**src/rtl/lcd_pkg.sv**
```systemverilog
// lcd_pkg: shared control-bit indices, timer codes, translator bit positions and executor states
package lcd_pkg;
    localparam int CTL_DONE  = 0;
    localparam int CTL_EXEC  = 1;
    localparam int CTL_ERROR = 2;
    localparam int CTL_NO_BF = 3;
    localparam logic [3:0] TMR_BF_READ = 4'b0100;
    localparam int TR_E  = 0;
    localparam int TR_RW = 1;
    localparam int TR_RS = 2;
    typedef enum logic [3:0] {
        S_IDLE, S_LATCH, S_CLR_EXEC, S_PROG_CMD, S_WAIT_CMD, S_CAPTURE,
        S_PROG_BF, S_WAIT_BF, S_CHECK_BF, S_NEXT, S_WRITEBACK
    } state_t;
endpackage

```
**src/rtl/poll_counter.sv**
```systemverilog
// poll_counter: busy-flag poll counter with synchronous clear and limit compare
module poll_counter #(
    parameter int MAX_POLLS = 255
) (
    input  logic clk,
    input  logic i_rst_n,
    input  logic clr,
    input  logic inc,
    output logic at_limit
);
    localparam int PW = $clog2(MAX_POLLS + 1);
    logic [PW-1:0] cnt;
    always_ff @(posedge clk or negedge i_rst_n)
        if (!i_rst_n) cnt <= '0;
        else if (clr) cnt <= '0;
        else if (inc) cnt <= cnt + PW'(1);
    assign at_limit = cnt >= PW'(MAX_POLLS);
endmodule

```
**src/rtl/ejecutador_lcd_param.sv**
```systemverilog
// ejecutador_lcd_param: runs one host command through translator and LCD timer, then writes status/data back
module ejecutador_lcd_param
    import lcd_pkg::*;
#(
    parameter int DATA_W    = 32,
    parameter int MAX_INSTR = 4,
    parameter int MAX_POLLS = 255,
    parameter int BF_BIT    = 7,
    localparam int IW = MAX_INSTR > 1 ? $clog2(MAX_INSTR) : 1
) (
    input  logic              clk,
    input  logic              i_rst_n,
    input  logic [DATA_W-1:0] i_reg_control,
    input  logic [DATA_W-1:0] i_reg_datos,
    output logic [DATA_W-1:0] o_in2_reg_control,
    output logic              o_wr2_reg_control,
    output logic [DATA_W-1:0] o_in2_reg_datos,
    output logic              o_wr2_reg_datos,
    input  logic              i_ready_traductor,
    input  logic [2:0]        i_control_traductor,
    input  logic [7:0]        i_dato_traductor,
    output logic              o_enable_traductor_bar,
    output logic [IW-1:0]     o_contador_instruccion_traductor,
    input  logic              i_ready_temporizador,
    output logic              o_program_temporizador,
    output logic [3:0]        o_control_temporizador,
    output logic [7:0]        o_dato_temporizador,
    input  logic [7:0]        i_dato_router,
    output logic              o_direccion_router
);
    state_t state, state_n;
    logic [DATA_W-1:0] ctl_lat, ctl_lat_n, dat, dat_n, acc, acc_n, ctl_clr, ctl_done;
    logic [DATA_W-1:0] in2_ctl_n, in2_dat_n;
    logic rd_seen, rd_seen_n, err, err_n, bf, bf_n;
    logic [IW-1:0] idx_n;
    logic en_bar_n, dir_n, prog_n, wr_ctl_n, wr_dat_n, poll_clr, poll_inc, poll_max, tmr_go, last;
    logic [3:0] ctl_tmr_n;
    logic [7:0] dato_tmr_n;

    poll_counter #(.MAX_POLLS(MAX_POLLS)) u_poll (
        .clk(clk), .i_rst_n(i_rst_n), .clr(poll_clr), .inc(poll_inc), .at_limit(poll_max)
    );

    assign ctl_clr  = ctl_lat & ~((DATA_W'(1) << CTL_DONE) | (DATA_W'(1) << CTL_EXEC) | (DATA_W'(1) << CTL_ERROR));
    assign ctl_done = ctl_clr | (DATA_W'(1) << CTL_DONE) | (DATA_W'(err) << CTL_ERROR);
    // The program pulse is still high in the first wait cycle, before the timer has reacted.
    assign tmr_go   = i_ready_temporizador && !o_program_temporizador;
    assign last     = o_contador_instruccion_traductor == IW'(MAX_INSTR - 1);

    always_comb begin
        state_n    = state;
        ctl_lat_n  = ctl_lat;
        dat_n      = dat;
        acc_n      = acc;
        rd_seen_n  = rd_seen;
        err_n      = err;
        bf_n       = bf;
        idx_n      = o_contador_instruccion_traductor;
        en_bar_n   = o_enable_traductor_bar;
        dir_n      = o_direccion_router;
        ctl_tmr_n  = o_control_temporizador;
        dato_tmr_n = o_dato_temporizador;
        in2_ctl_n  = o_in2_reg_control;
        in2_dat_n  = o_in2_reg_datos;
        prog_n     = 1'b0;
        wr_ctl_n   = 1'b0;
        wr_dat_n   = 1'b0;
        poll_clr   = 1'b0;
        poll_inc   = 1'b0;
        case (state)
            S_IDLE: state_n = i_reg_control[CTL_EXEC] ? S_LATCH : S_IDLE;
            S_LATCH: begin
                ctl_lat_n = i_reg_control;
                dat_n     = i_reg_datos;
                acc_n     = '0;
                rd_seen_n = 1'b0;
                err_n     = 1'b0;
                poll_clr  = 1'b1;
                state_n   = S_CLR_EXEC;
            end
            S_CLR_EXEC: begin
                in2_ctl_n = ctl_clr;
                wr_ctl_n  = 1'b1;
                en_bar_n  = 1'b0;
                idx_n     = '0;
                state_n   = S_PROG_CMD;
            end
            S_PROG_CMD: begin
                ctl_tmr_n  = {i_control_traductor, 1'b0};
                dato_tmr_n = i_dato_traductor;
                prog_n     = 1'b1;
                state_n    = S_WAIT_CMD;
            end
            S_WAIT_CMD: if (tmr_go) begin
                dir_n   = o_control_temporizador[TR_RW+1];
                state_n = o_control_temporizador[TR_RW+1] ? S_CAPTURE : ctl_lat[CTL_NO_BF] ? S_NEXT : S_PROG_BF;
            end
            S_CAPTURE: begin
                acc_n     = {acc[DATA_W-9:0], i_dato_router};
                rd_seen_n = 1'b1;
                dir_n     = 1'b0;
                state_n   = S_NEXT;
            end
            S_PROG_BF: begin
                ctl_tmr_n  = TMR_BF_READ;
                dato_tmr_n = '0;
                dir_n      = 1'b1;
                prog_n     = 1'b1;
                poll_inc   = 1'b1;
                state_n    = S_WAIT_BF;
            end
            S_WAIT_BF: if (tmr_go) begin
                bf_n    = i_dato_router[BF_BIT];
                dir_n   = 1'b0;
                state_n = S_CHECK_BF;
            end
            S_CHECK_BF: begin
                err_n   = err | (bf && poll_max);
                state_n = !bf ? S_NEXT : !poll_max ? S_PROG_BF : S_WRITEBACK;
            end
            S_NEXT: begin
                poll_clr = 1'b1;
                err_n    = err | (i_ready_traductor && last);
                idx_n    = (i_ready_traductor && !last) ? o_contador_instruccion_traductor + IW'(1) : o_contador_instruccion_traductor;
                state_n  = (i_ready_traductor && !last) ? S_PROG_CMD : S_WRITEBACK;
            end
            S_WRITEBACK: begin
                in2_ctl_n = ctl_done;
                in2_dat_n = rd_seen ? acc : dat;
                wr_ctl_n  = 1'b1;
                wr_dat_n  = 1'b1;
                en_bar_n  = 1'b1;
                idx_n     = '0;
                state_n   = S_IDLE;
            end
            default: state_n = S_IDLE;
        endcase
    end

    always_ff @(posedge clk or negedge i_rst_n)
        if (!i_rst_n) begin
            state                            <= S_IDLE;
            ctl_lat                          <= '0;
            dat                              <= '0;
            acc                              <= '0;
            rd_seen                          <= 1'b0;
            err                              <= 1'b0;
            bf                               <= 1'b0;
            o_contador_instruccion_traductor <= '0;
            o_enable_traductor_bar           <= 1'b1;
            o_direccion_router               <= 1'b0;
            o_control_temporizador           <= '0;
            o_dato_temporizador              <= '0;
            o_program_temporizador           <= 1'b0;
            o_in2_reg_control                <= '0;
            o_wr2_reg_control                <= 1'b0;
            o_in2_reg_datos                  <= '0;
            o_wr2_reg_datos                  <= 1'b0;
        end else begin
            state                            <= state_n;
            ctl_lat                          <= ctl_lat_n;
            dat                              <= dat_n;
            acc                              <= acc_n;
            rd_seen                          <= rd_seen_n;
            err                              <= err_n;
            bf                               <= bf_n;
            o_contador_instruccion_traductor <= idx_n;
            o_enable_traductor_bar           <= en_bar_n;
            o_direccion_router               <= dir_n;
            o_control_temporizador           <= ctl_tmr_n;
            o_dato_temporizador              <= dato_tmr_n;
            o_program_temporizador           <= prog_n;
            o_in2_reg_control                <= in2_ctl_n;
            o_wr2_reg_control                <= wr_ctl_n;
            o_in2_reg_datos                  <= in2_dat_n;
            o_wr2_reg_datos                  <= wr_dat_n;
        end
endmodule

```
**config.mk**
```make
export PLATFORM = sky130hd
export DESIGN_NAME = ejecutador_lcd_param
export DESIGN_NICKNAME = d
export VERILOG_FILES = /design/src/rtl/lcd_pkg.sv /design/src/rtl/poll_counter.sv /design/src/rtl/ejecutador_lcd_param.sv
export SDC_FILE = /design/constraint.sdc
export NUM_CORES = 1
export LEC_CHECK = 0
export ABC_AREA = 1
export ABC_CLOCK_PERIOD_IN_PS = 1670
export CAP_MARGIN = 20
export CORE_ASPECT_RATIO = 1.5
export CORE_MARGIN = 3
export CORE_UTILIZATION = 45
export CTS_BUF_LIST = sky130_fd_sc_hd__clkbuf_8
export DETAILED_ROUTE_END_ITERATION = 7
export PLACE_DENSITY_LB_ADDON = 0.25
export SLEW_MARGIN = 20
export SYNTH_ARGS = -nofsm -noshare
export SYNTH_HDL_FRONTEND = slang
export SYNTH_HIERARCHICAL = 1
export SYNTH_SLANG_ARGS = --single-unit
```
**constraint.sdc**
```tcl
create_clock -name clk -period 1.67 [get_ports clk]
set_clock_uncertainty 0.1 [all_clocks]
set_input_delay 0.334 -clock clk [delete_from_list [all_inputs] [get_ports clk]]
set_output_delay 0.334 -clock clk [all_outputs]
set_load 0.05 [all_outputs]
```
# After elaboration in Yosys (flattened, before gate mapping)
# Index checks and enable logic that the tools add are counted.
# Widths: inputs -> output; s select.
# word_totals
n_memories	0
romBits	0
reg_bits	194
input_bits	87
latchBits	0
out_inout_bits	83
mem_bits_rw	0
elab_cells	88
# classes
div_mod_pow	0
addsub	2
magnitude_cmp	1
shift	0
n_eq_ne	14
bitwise	3
muxes	29
n_reduce_logical	21
mul	0
# ops
operator	count
$pmux 32 s2	2
$pmux 4 s10	1
$mux 32	1
$or 32x3->32	1
$mux 4	7
$eq 4x3->1 const B	4
$mux 8	2
$pmux 8 s2	1
$eq 4x4->1 const B	3
$reduce_bool 2->1	5
$add 8x1->8 const B	1
$eq 4x2->1 const B	2
$ge 8x8->1 const B	1
$mux 1	8
$pmux 4 s2	1
$ne 2x2->1 const B	3
$reduce_and 2->1	3
$reduce_or 2->1	3
$eq 4x1->1 const B	1
$logic_and 1x1->1	4
$logic_not 4->1	1
$pmux 1 s2	2
$pmux 1 s4	1
$pmux 2 s2	1
other kinds (9)	11

# Longest topological paths before layout
# Gate-level depths: netlist of run 1.
# depth
ltp_word	5
mapped_depth	10
ltp_nobuf	10

# Hierarchy
# Netlist of run 1, hierarchy kept.
# modules_own_cells
mod	seq_area_each_um2	cells_each	n_inst	area_each_um2
ejecutador_lcd_param	4530.6	827	1	7283.2
poll_counter	200.2	58	1	431.7

# Worst setup path after synthesis of run 1
# OpenSTA, ideal clock, no wires.
# synth_timing
kind	reg-to-reg
from	register u_poll.cnt[0]
to	register state[3]
n_path_buf	0
setup_slack_ps	57
required_ps	1455
path_stages_with_launch	10
synth_period_minus_slack_ps	1613
arrival_ps	1397
setup_ps	115
path_cell_list	dfrtp_1 ha_1 nand2_1 inv_1 and3_1 or2_2 nand2_1 nand3_1 nor2_1 nor2_1
# synth_via
elab_chain_cells	4
# synth_rtl
element	line_no	source
start: declaration	poll_counter.sv:12	logic [PW-1:0] cnt;
start signal: assignment	poll_counter.sv:16	else if (inc) cnt <= cnt + PW'(1);
$ge 8x8->1	poll_counter.sv:17	assign at_limit = cnt >= PW'(MAX_POLLS);
net poll_max	ejecutador_lcd_param.sv:36	logic en_bar_n, dir_n, prog_n, wr_ctl_n, wr_dat_n, poll_clr, poll_inc, poll_max, tmr_go, last;
$mux 4 (2 in series)	ejecutador_lcd_param.sv:119	state_n = !bf ? S_NEXT : !poll_max ? S_PROG_BF : S_WRITEBACK;
$pmux 4 s10	ejecutador_lcd_param.sv:70	case (state)
end signal: assignment	ejecutador_lcd_param.sv:160	state <= state_n;
end: declaration	ejecutador_lcd_param.sv:31	state_t state, state_n;
# The timed path passes the listed nets, and every way through them passes these cells.
# A chain may end at the register's enable or synchronous reset.

# Worst setup path after layout of run 1
# layout_timing
from	register u_poll.cnt[1]
to	register state[3]
# Same word-level chain as after synthesis.

==> results.sh, run 1 <==
export IMPL_outcome="finished, final reports clean"
export IMPL_antennaDiodeCount=0
export IMPL_setup_tns_ps=0
export IMPL_syn_area_um2=7710
export IMPL_area_growth_pct=43.3
export IMPL_yosys_cell_count_top_type="nand2_1"
export IMPL_core_rowCount=58
export IMPL_slowest_stage="dfrtp_1"
export IMPL_cts_made_buffers=17
export IMPL_synth_top_area_cell="dfrtp_1"
export IMPL_cts_sinks=189
export IMPL_num_vias=6348
export IMPL_synth_edf_count=0
export IMPL_drt_iter0_drc=375
export IMPL_min_period_ps=1630
export IMPL_root_buffer="clkbuf_8"
export IMPL_antenna_found_initial=0
export IMPL_ios=170
export IMPL_hp_class="input port to flop"
export IMPL_syn_instance_count=885
export IMPL_leakagePower_nw=5.37
export IMPL_crit_path_frequent_cell="nor2_1"
export IMPL_ys_top_cells_by_count="374 x nand2_1, 188 x dfrtp_1, 58 x inv_1"
export IMPL_dr_pass1_iters=5
export IMPL_crit_buf_inv=1
export IMPL_critical_path_class="flop to flop"
export IMPL_fmax_ghz=0.615
export IMPL_wl_per_cell_um=15.3
export IMPL_rsz0062_at_grt="true"
export IMPL_drc=0
export IMPL_final_setup_viol_count=0
export IMPL_worstPathMaxFanout=2
export IMPL_critPathTopFamily="simple AND/OR/NAND/NOR gates"
export IMPL_yosysSeqAreaShare_pct=61.3
export IMPL_p_per_area_nw_per_um2=2100
export IMPL_gp_congestion=0.879
export IMPL_synth_adder_area_share_pct=0.324
export IMPL_synth_simple_area_share_pct=25.0
export IMPL_grt_max_degree=49
export IMPL_fin_area_um2=11100
export IMPL_vias_per_cell=4.94
export IMPL_synth_area_leaders="dfrtp_1 61%, nand2_1 18%, inv_1 2.8%"
export IMPL_clkLatencyLatePin_ps=460
export IMPL_synth_seq_cells=189
export IMPL_maxCapViolCount=0
export IMPL_drive_gt1_share_pct=16.4
export IMPL_routed_wirelength_um=19700
export IMPL_cts_buffer_depth=2
export IMPL_post_dp_cell_area_um2=10600
export IMPL_cts_tree="built"
export IMPL_dp_hpwl_um=14100
export IMPL_final_max_slew_viol_count=0
export IMPL_ys_warnings_count=6
export IMPL_post_place_cells=1250
export IMPL_ys_async_sr_fraction_pct=100
export IMPL_start_kind="flop"
export IMPL_cp_end_kind="flop"
export IMPL_htree_levels=4
export IMPL_synth_mux_area_share_pct=0
export IMPL_synth_top_area_share_pct=61.0
export IMPL_fin_nets=1152
export IMPL_crit_arrival_ps=1880
export IMPL_syn_avg_cell_area_um2=8.72
export IMPL_grt_pass1_wl_um=32000
export IMPL_die_h_um=166
export IMPL_fin_util_pct=66.0
export IMPL_n_fill_cell=1325
export IMPL_initial_utilization_pct=46.0
export IMPL_max_stage_delay_ps=400
export IMPL_ant_nets=0
export IMPL_dieWidth_um=113
export IMPL_crit_chain="ha_2, nand2_2, inv_2, and3_4, or2_2, nand2_1, nand3_1, nor2_1, nor2_1"
export IMPL_synthFlopType="dfrtp_1"
export IMPL_ys_types=29
export IMPL_cp_required_ps=1920
export IMPL_core_um2=16800
export IMPL_layoutNonFillerInstCount=1286
export IMPL_synth_compound_area_share_pct=7.49
export IMPL_irDropWorstVdd_uv=1170
export IMPL_gr_total_overflow=0
export IMPL_synth_top_family_by_area="simple AND/OR/NAND/NOR gates"
export IMPL_hold_viol=0
export IMPL_track_usage_pct=21.5
export IMPL_port_buffers=165
export IMPL_power_total_mw=23.2
export IMPL_grt_pass1_vias=6236
export IMPL_dieArea_um2=18800
export IMPL_synth_xor_area_share_pct=0
export IMPL_period_share_pct=97.3
export IMPL_clk_pin_slew_ps=110
where the power goes:
group	internal [mW]	switching (mW)	total (mW)	leakage [nW]
clock network	1.34	1.69	3.04	0.209
logic	5.30	6.87	12.2	2.77
registers	6.44	1.52	7.96	2.40
total	13.1	10.1	23.2	5.37
worst min-delay path: cells and delay by family:
kind | cells | cell delay (ps)
buffers and inverters | 1 | 390
and+or+nand+nor | 2 | 100
registers in the layout, indices dropped and copies added (netlist names), 2 cells and up:
signal	cells
acc	32
dat	32
o_in2_reg_datos	32
o_in2_reg_control	31
ctl_lat	29
o_dato_temporizador	8
u_poll/cnt	8
state	4
o_control_temporizador	3
o_contador_instruccion_traductor	2
final cells by class:
cell class / count / area (um2) / share of cell area (%)
Clock buffer: 20 / 275 / 2.49
Timing Repair Buffer: 201 / 2850 / 25.8
Tap cell: 210 / 263 / 2.38
Clock inverter: 12 / 124 / 1.12
Inverter: 64 / 243 / 2.20
Multi-Input combinational cell: 590 / 2570 / 23.2
Sequential cell: 189 / 4730 / 42.8
placed cells by master, fill, tap and decap left out, types with 2 or more instances in the layout:
master           instances
clkbuf_8                21
o21ai_0                 30
dfrtp_1                187
conb_1                   2
a31oi_1                 33
buf_12                  90
clkinv_4                 3
inv_2                    7
o21bai_1                 2
nor3_1                   3
nor2_4                   4
nand3_1                 41
nor2_1                  51
clkdlybuf4s50_1         83
nand2_1                372
nand2_2                  3
o22ai_1                 17
inv_6                    6
buf_4                   26
inv_1                   57
nor2_2                   6
a21oi_1                  8
o21ai_1                  9
o211ai_1                 2
through the flow:
step                hold slack [ps]  setup slack [ps]
global route                    287             -39.8
finish                          292              44.4
floorplan                     -61.6              57.1
CTS                             268              10.3
detailed placement              227             -5.32
global placement                226              16.1
routing by layer:
layer  vias up  part of all wire (%)  GRT usage, %
li1       3151                     -             -
met1      2994                    38          25.8
met2       180                    54          37.7
met3        23                   5.7          5.25
met4         0                   2.1          7.06
met5         -                     0             0
logic make-up (layout without fill, tap and decap cells):
kind of cell | after synthesis | count (layout)
simple gates | 485 | 485
flops | 189 | 189
fa+ha+maj | 2 | 2
other cells | 1 | 2
compound gates | 101 | 101
buf+inv | 107 | 297
worst paths after layout:
| kind | from | endpoint | slack [ps] | cells past startpoint |
|---|---|---|---|---|
| min in group asynchronous | i_rst_n | acc[7]$_DFFE_PN0P_ | 300 | 2 |
| min reg2reg | ctl_lat[30]$_DFFE_PN0P_ | o_in2_reg_control[30]$_DFFE_PN0P_ | 380 | 2 |
| max in group asynchronous | i_rst_n | o_in2_reg_control[26]$_DFFE_PN0P_ | 580 | 3 |
| max | u_poll/cnt[1]$_DFFE_PN0P_ | state[3]$_DFFE_PN0P_ | 40 | 9 |
| max reg2reg | u_poll/cnt[1]$_DFFE_PN0P_ | state[3]$_DFFE_PN0P_ | 40 | 9 |
| min | i_reg_control[16] | ctl_lat[16]$_DFFE_PN0P_ | 290 | 3 |
timing repair:
action / 4_1_cts / 5_1_grt
hold endpoints to repair: 41 / 0
buffers inserted: 0 / 3
resized for setup: 2 / 11
hold buffers: 1 / 0
pin swaps: 0 / 4
endpoints found under the setup margin: 2 / 14
Note: power is estimated with default switching activity, not from simulation.
==> run 2: changes to the inputs <==
--- a/config.mk
+++ b/config.mk
@@ -13,6 +13,7 @@
 export CORE_UTILIZATION = 45
 export CTS_BUF_LIST = sky130_fd_sc_hd__clkbuf_8
 export DETAILED_ROUTE_END_ITERATION = 7
+export GPL_ROUTABILITY_DRIVEN = 0
 export PLACE_DENSITY_LB_ADDON = 0.25
 export SLEW_MARGIN = 20
 export SYNTH_ARGS = -nofsm -noshare
==> results of run 2 <==
The final DEF is identical to that of run 1; final timing and power are the same.
